--- src/rtl/conv_pkg.sv ---
// Shared types and default widths for the ID1000500A convolution engine.
package conv_pkg;

   localparam int DEF_DATA_W = 32;  // X, Y, Z word width
   localparam int DEF_AXY_W  = 5;   // X/Y address width, also width of the sample counts
   localparam int DEF_AZ_W   = 6;   // Z address width

   typedef enum logic [2:0] {
      IDLE,
      SETUP,
      READ,
      MAC,
      WRITE,
      DONE
   } state_e;

endpackage

--- src/rtl/conv_mac.sv ---
// Multiply-accumulate register: acc <= acc + a*b, everything modulo 2^DATA_W.
module conv_mac
   import conv_pkg::*;
#(
   parameter int DATA_W = DEF_DATA_W
) (
   input  logic              clk,
   input  logic              rst_a,
   input  logic              clr,
   input  logic              en,
   input  logic [DATA_W-1:0] a,
   input  logic [DATA_W-1:0] b,
   output logic [DATA_W-1:0] acc
);

   // Only the low DATA_W bits of the product are kept, so overflow wraps.
   logic [DATA_W-1:0] prod;
   assign prod = a * b;

   // Accumulator: clear at the start of each output word, add one term per MAC cycle.
   // NOTE: sequential state uses non-blocking (<=) so every register samples pre-edge values.
   always_ff @(posedge clk or negedge rst_a) begin
      if (!rst_a) begin
         acc <= '0;
      end else if (clr) begin
         acc <= '0;
      end else if (en) begin
         acc <= acc + prod;
      end
   end

endmodule

--- src/rtl/id1000500a_conv_core.sv ---
// Convolution core: Z[k] = sum_i X[i]*Y[k-i], read from two synchronous ROM-style
// memories (1-cycle read latency) and written word by word into the Z memory.
module id1000500a_conv_core
   import conv_pkg::*;
#(
   parameter int DATA_W = DEF_DATA_W,
   parameter int AXY_W  = DEF_AXY_W,
   parameter int AZ_W   = DEF_AZ_W
) (
   input  logic              clk,
   input  logic              rst_a,
   input  logic              start,
   input  logic [AXY_W-1:0]  size_x,
   input  logic [AXY_W-1:0]  size_y,
   output logic [AXY_W-1:0]  x_addr,
   input  logic [DATA_W-1:0] x_data,
   output logic [AXY_W-1:0]  y_addr,
   input  logic [DATA_W-1:0] y_data,
   output logic [AZ_W-1:0]   z_addr,
   output logic [DATA_W-1:0] z_data,
   output logic              z_we,
   output logic              busy,
   output logic              done
);

   state_e            state, state_nxt;
   logic [AXY_W-1:0]  sx_q, sy_q;      // sizes latched on start
   logic [AZ_W-1:0]   k_q;             // output index
   logic [AXY_W-1:0]  i_q, i_hi_q;     // current term and last term for this k
   logic [AZ_W-1:0]   sy_m1, k_last;
   logic [AXY_W-1:0]  i_lo, i_hi;
   logic              last_term, last_k;
   logic [DATA_W-1:0] acc;

   // Valid i range for the current k: max(0, k-sy+1) .. min(k, sx-1).
   assign sy_m1     = AZ_W'(sy_q) - AZ_W'(1);
   assign k_last    = AZ_W'(sx_q) + sy_m1 - AZ_W'(1);
   assign i_lo      = (k_q > sy_m1) ? AXY_W'(k_q - sy_m1) : '0;
   assign i_hi      = (k_q < AZ_W'(sx_q)) ? AXY_W'(k_q) : sx_q - AXY_W'(1);
   assign last_term = (i_q == i_hi_q);
   assign last_k    = (k_q == k_last);

   // State register.
   always_ff @(posedge clk or negedge rst_a) begin
      if (!rst_a) begin
         state <= IDLE;
      end else begin
         state <= state_nxt;
      end
   end

   // Next-state logic; a start outside IDLE is ignored.
   // NOTE: state_nxt gets a default before the case so no path leaves it unassigned (no latch).
   always_comb begin
      state_nxt = state;
      case (state)
         IDLE:    if (start) state_nxt = (size_x == '0 || size_y == '0) ? DONE : SETUP;
         SETUP:   state_nxt = READ;
         READ:    state_nxt = MAC;
         MAC:     state_nxt = last_term ? WRITE : READ;
         WRITE:   state_nxt = last_k ? DONE : SETUP;
         DONE:    state_nxt = IDLE;
         default: state_nxt = IDLE;
      endcase
   end

   // Sizes, counters and read addresses. Addresses are registered so they are
   // already valid during READ and simply hold their value everywhere else.
   always_ff @(posedge clk or negedge rst_a) begin
      if (!rst_a) begin
         sx_q   <= '0;
         sy_q   <= '0;
         k_q    <= '0;
         i_q    <= '0;
         i_hi_q <= '0;
         x_addr <= '0;
         y_addr <= '0;
      end else begin
         case (state)
            IDLE: begin
               if (start) begin
                  sx_q <= size_x;
                  sy_q <= size_y;
                  k_q  <= '0;
               end
            end
            SETUP: begin
               i_q    <= i_lo;
               i_hi_q <= i_hi;
               x_addr <= i_lo;
               y_addr <= AXY_W'(k_q - AZ_W'(i_lo));
            end
            MAC: begin
               i_q <= i_q + AXY_W'(1);
               // Next term: i rises by one, so k-i falls by one.
               if (!last_term) begin
                  x_addr <= i_q + AXY_W'(1);
                  y_addr <= y_addr - AXY_W'(1);
               end
            end
            WRITE: begin
               k_q <= k_q + AZ_W'(1);
            end
            default: ;
         endcase
      end
   end

   conv_mac #(
      .DATA_W (DATA_W)
   ) u_mac (
      .clk   (clk),
      .rst_a (rst_a),
      .clr   (state == SETUP),
      .en    (state == MAC),
      .a     (x_data),
      .b     (y_data),
      .acc   (acc)
   );

   // Z port is driven only while writing; zero otherwise.
   assign z_we   = (state == WRITE);
   assign z_addr = z_we ? k_q : '0;
   assign z_data = z_we ? acc : '0;
   assign busy   = (state != IDLE);
   assign done   = (state == DONE);

endmodule

--- config.mk ---
export PLATFORM = sky130hd
export DESIGN_NAME = id1000500a_conv_core
export DESIGN_NICKNAME = d
export VERILOG_FILES = /design/src/rtl/conv_pkg.sv /design/src/rtl/conv_mac.sv /design/src/rtl/id1000500a_conv_core.sv
export SDC_FILE = /design/constraint.sdc
export NUM_CORES = 1
export LEC_CHECK = 0
export CAP_MARGIN = 15
export CORE_MARGIN = 1.5
export CORE_UTILIZATION = 24
export DETAILED_ROUTE_END_ITERATION = 7
export PLACE_DENSITY_LB_ADDON = 0.25
export SLEW_MARGIN = 20
export SYNTH_ARGS = -nofsm -noshare
export SYNTH_HDL_FRONTEND = slang
export SYNTH_SLANG_ARGS = --single-unit
--- constraint.sdc ---
create_clock -name clk -period 10 [get_ports clk]
set_input_delay 2 -clock clk [delete_from_list [all_inputs] [get_ports clk]]
set_output_delay 2 -clock clk [all_outputs]
set_load 0.005 [all_outputs]
==> run metrics <==
outcome finished, final reports clean; FF+latch count, synth 71; largest net degree at the start of global routing just over 70; Rel. slew slack between 40% and 50%; Clock Path Buffers 2; register area roughly 1800 um2; final hold vios 0; minimum clock period between 9 and 10 ns; Worst Max-Slew Pin Slew just under 0.9 ns; syn_area_per_cell 8.95 um2; reg2reg path depth 24; WS Path Type input pin to flip-flop; clk_lat worst skew about 0.34 ns; vias in the first global route between 15000 and 20000; FF-to-FF setup slack 3.11 ns; Die Span Y 297 um; TritonRoute pass-1 iters 5; Rows approximately 110; TritonCTS buffer count 9; ANT nets after route 0; CP required 10.20 ns; Worst path max stage delay approximately 0.74 ns; hold depth 1; Die X slightly below 300 um; CP most frequent cell fa_1; Post-Syn Area 20800 um2; gpl congestion around 0.86; cell taking the most area after synthesis fa_1; setup TNS 0 ns; I/O Pins 128; Die ar. ~90000 um2; sequential area share after synthesis ~8.5%; Final Util around 28%; top_reg_cell synth dfrtp_1; Max Transition Viols Final 0; f_max roughly 0.11 GHz; clock sink total 71; Worst-path clk slew ~0.06 ns; global-route usage over all layers between 15 and 20%; initial antenna violation count 1; DR vias around 15000; CP endpoint kind flip-flop; Synth warnings 0; Hold Path Class flip-flop to flip-flop; most frequent cells after synthesis 520 x inv_1, 441 x fa_1, 319 x and2_1; Yosys cell types 53; global-route wire length before repair 103000 um; top cell type's share of synthesized area 42.4%; worst r2r dst u_mac.acc[26]; setup bufs post-CTS 0; worst reg2reg startpoint u_mac.acc[15]; hold worst-path end x_addr[2]; final setup violating endpoints 0; # fillers approximately 9300; hold path start x_addr[2]; CTS tree yes; max-cap violations 0; WL/cell ~18 um; Resize count post-CTS 0; drt via density approximately 4.2; RSZ-0062 raised after global routing no; Initial DRC Count between 600 and 700; fin area 23900 um2; Mapped Nets ~3000; Initial Utilization 24.3%; clock skew ~0.0087 ns; layout cells sized above 1 between 3 and 4%; layout net count between 3000 and 4000; WL final 63900 um; Final Cycle Share slightly above 90%; most common cell in the netlist inv_1; Worst path slowest cell clkdlybuf4s50_1; Arr. time, crit path ~9.5 ns; dpl cell area ~24000 um2; hpwl dp about 55000 um; core box area approximately 86000 um2; GRT Residual Overflow 0; Root Buffer clkbuf_16; Area Growth Syn to Fin 14.8%; H-tree depth 3; hold slack between 0.4 and 0.5 ns; Synth Instances between 2000 and 2500; multi-input logic area about 17000 um2; Max FO, Critical Path 16; Port Buffer Count between 100 and 150; Remaining DRCs 0; cts hold-fix bufs 0; Post-synth EDFFs 0; ys async rst share 100%; Startpoint Class input pin; Synth area leaders fa_1 42%, and2_1 9.6%, inv_1 9.4%, ha_1 9.1%, dfrtp_1 8.5%
## cells in the final DEF, fill, tap and decap left out, types with 61 or more instances in the layout
cell,Yosys,layout
buf_4,0,65
and2_1,319,319
o21ai_0,61,61
clkdlybuf4s50_1,0,126
nand2_1,275,274
fa_1,441,441
ha_1,152,152
dfrtp_1,71,71
xnor2_1,82,82
inv_1,520,520
## routing by layer
| metal | track usage [%] | up-vias | routed length (um) |
|---|---|---|---|
| met1 | 21.2 | 7701 | 30700 |
| met5 | 0 | - | 0 |
| li1 | - | 7039 | - |
| met4 | 2.11 | 0 | 835 |
| met3 | 3.08 | 37 | 3270 |
| met2 | 24.1 | 256 | 29100 |
## how the worst max path moves through the flow
| stage | endpoint | from | depth (start not counted) |
|---|---|---|---|
| after CTS | u_mac.acc[29] | y_data[5] | 25 |
| after global routing | u_mac.acc[26] | y_data[0] | 25 |
| after detailed placement | u_mac.acc[29] | y_data[5] | 25 |
| after floorplan | u_mac.acc[29] | x_data[12] | 26 |
| after global placement | u_mac.acc[29] | y_data[5] | 25 |
| final | u_mac.acc[26] | y_data[0] | 25 |
## registers in the layout, summed over array words and instances, names as in the netlist
register / flops
state: 3
i_hi_q: 5
i_q: 5
x_addr: 5
y_addr: 5
sx_q: 5
u_mac.acc: 32
sy_q: 5
k_q: 6
## per-stage QoR
step	setup WS, ns	cells
5_1_grt	0.238	3569
3_3_place_gp	0.354	3551
6_report	0.699	3569
3_5_place_dp	0.351	3551
2_1_floorplan	1.40	2326
4_1_cts	0.693	3567
## kinds of logic (layout without fill, tap and decap cells)
kind of cell | after synthesis | in the layout | share of synthesized area, %
other | 0 | 1 | 0
AOI/OAI and AO/OA | 173 | 173 | 5.23
and+or+nand+nor | 732 | 732 | 17.9
buffers and inverters | 633 | 731 | 11.4
DFF | 71 | 71 | 8.54
muxes | 11 | 11 | 0.553
xor gates and xnor gates | 113 | 113 | 4.82
adders and majority gates | 593 | 593 | 51.6
## critical path: cells and delay by family
family	cells	cell delay, ns
fa+ha+maj	9	3.84
compound gates	7	1.70
buf+inv	7	1.52
simple gates	1	0.21
xor+xnor	1	0.20
## cell type report
cell class | instances | share of cell area [%]
multi-input cells | 1622 | 69.7
inverters | 522 | 8.20
repair buffers | 193 | 7.52
flip-flops and latches | 71 | 7.44
well taps | 1144 | 5.99
clock buffers | 11 | 0.974
clock inverters | 5 | 0.147
diodes | 1 | 0.0105
Power is not shown: default switching activity piles up to over one toggle a cycle in this logic, so the estimate is an artifact.
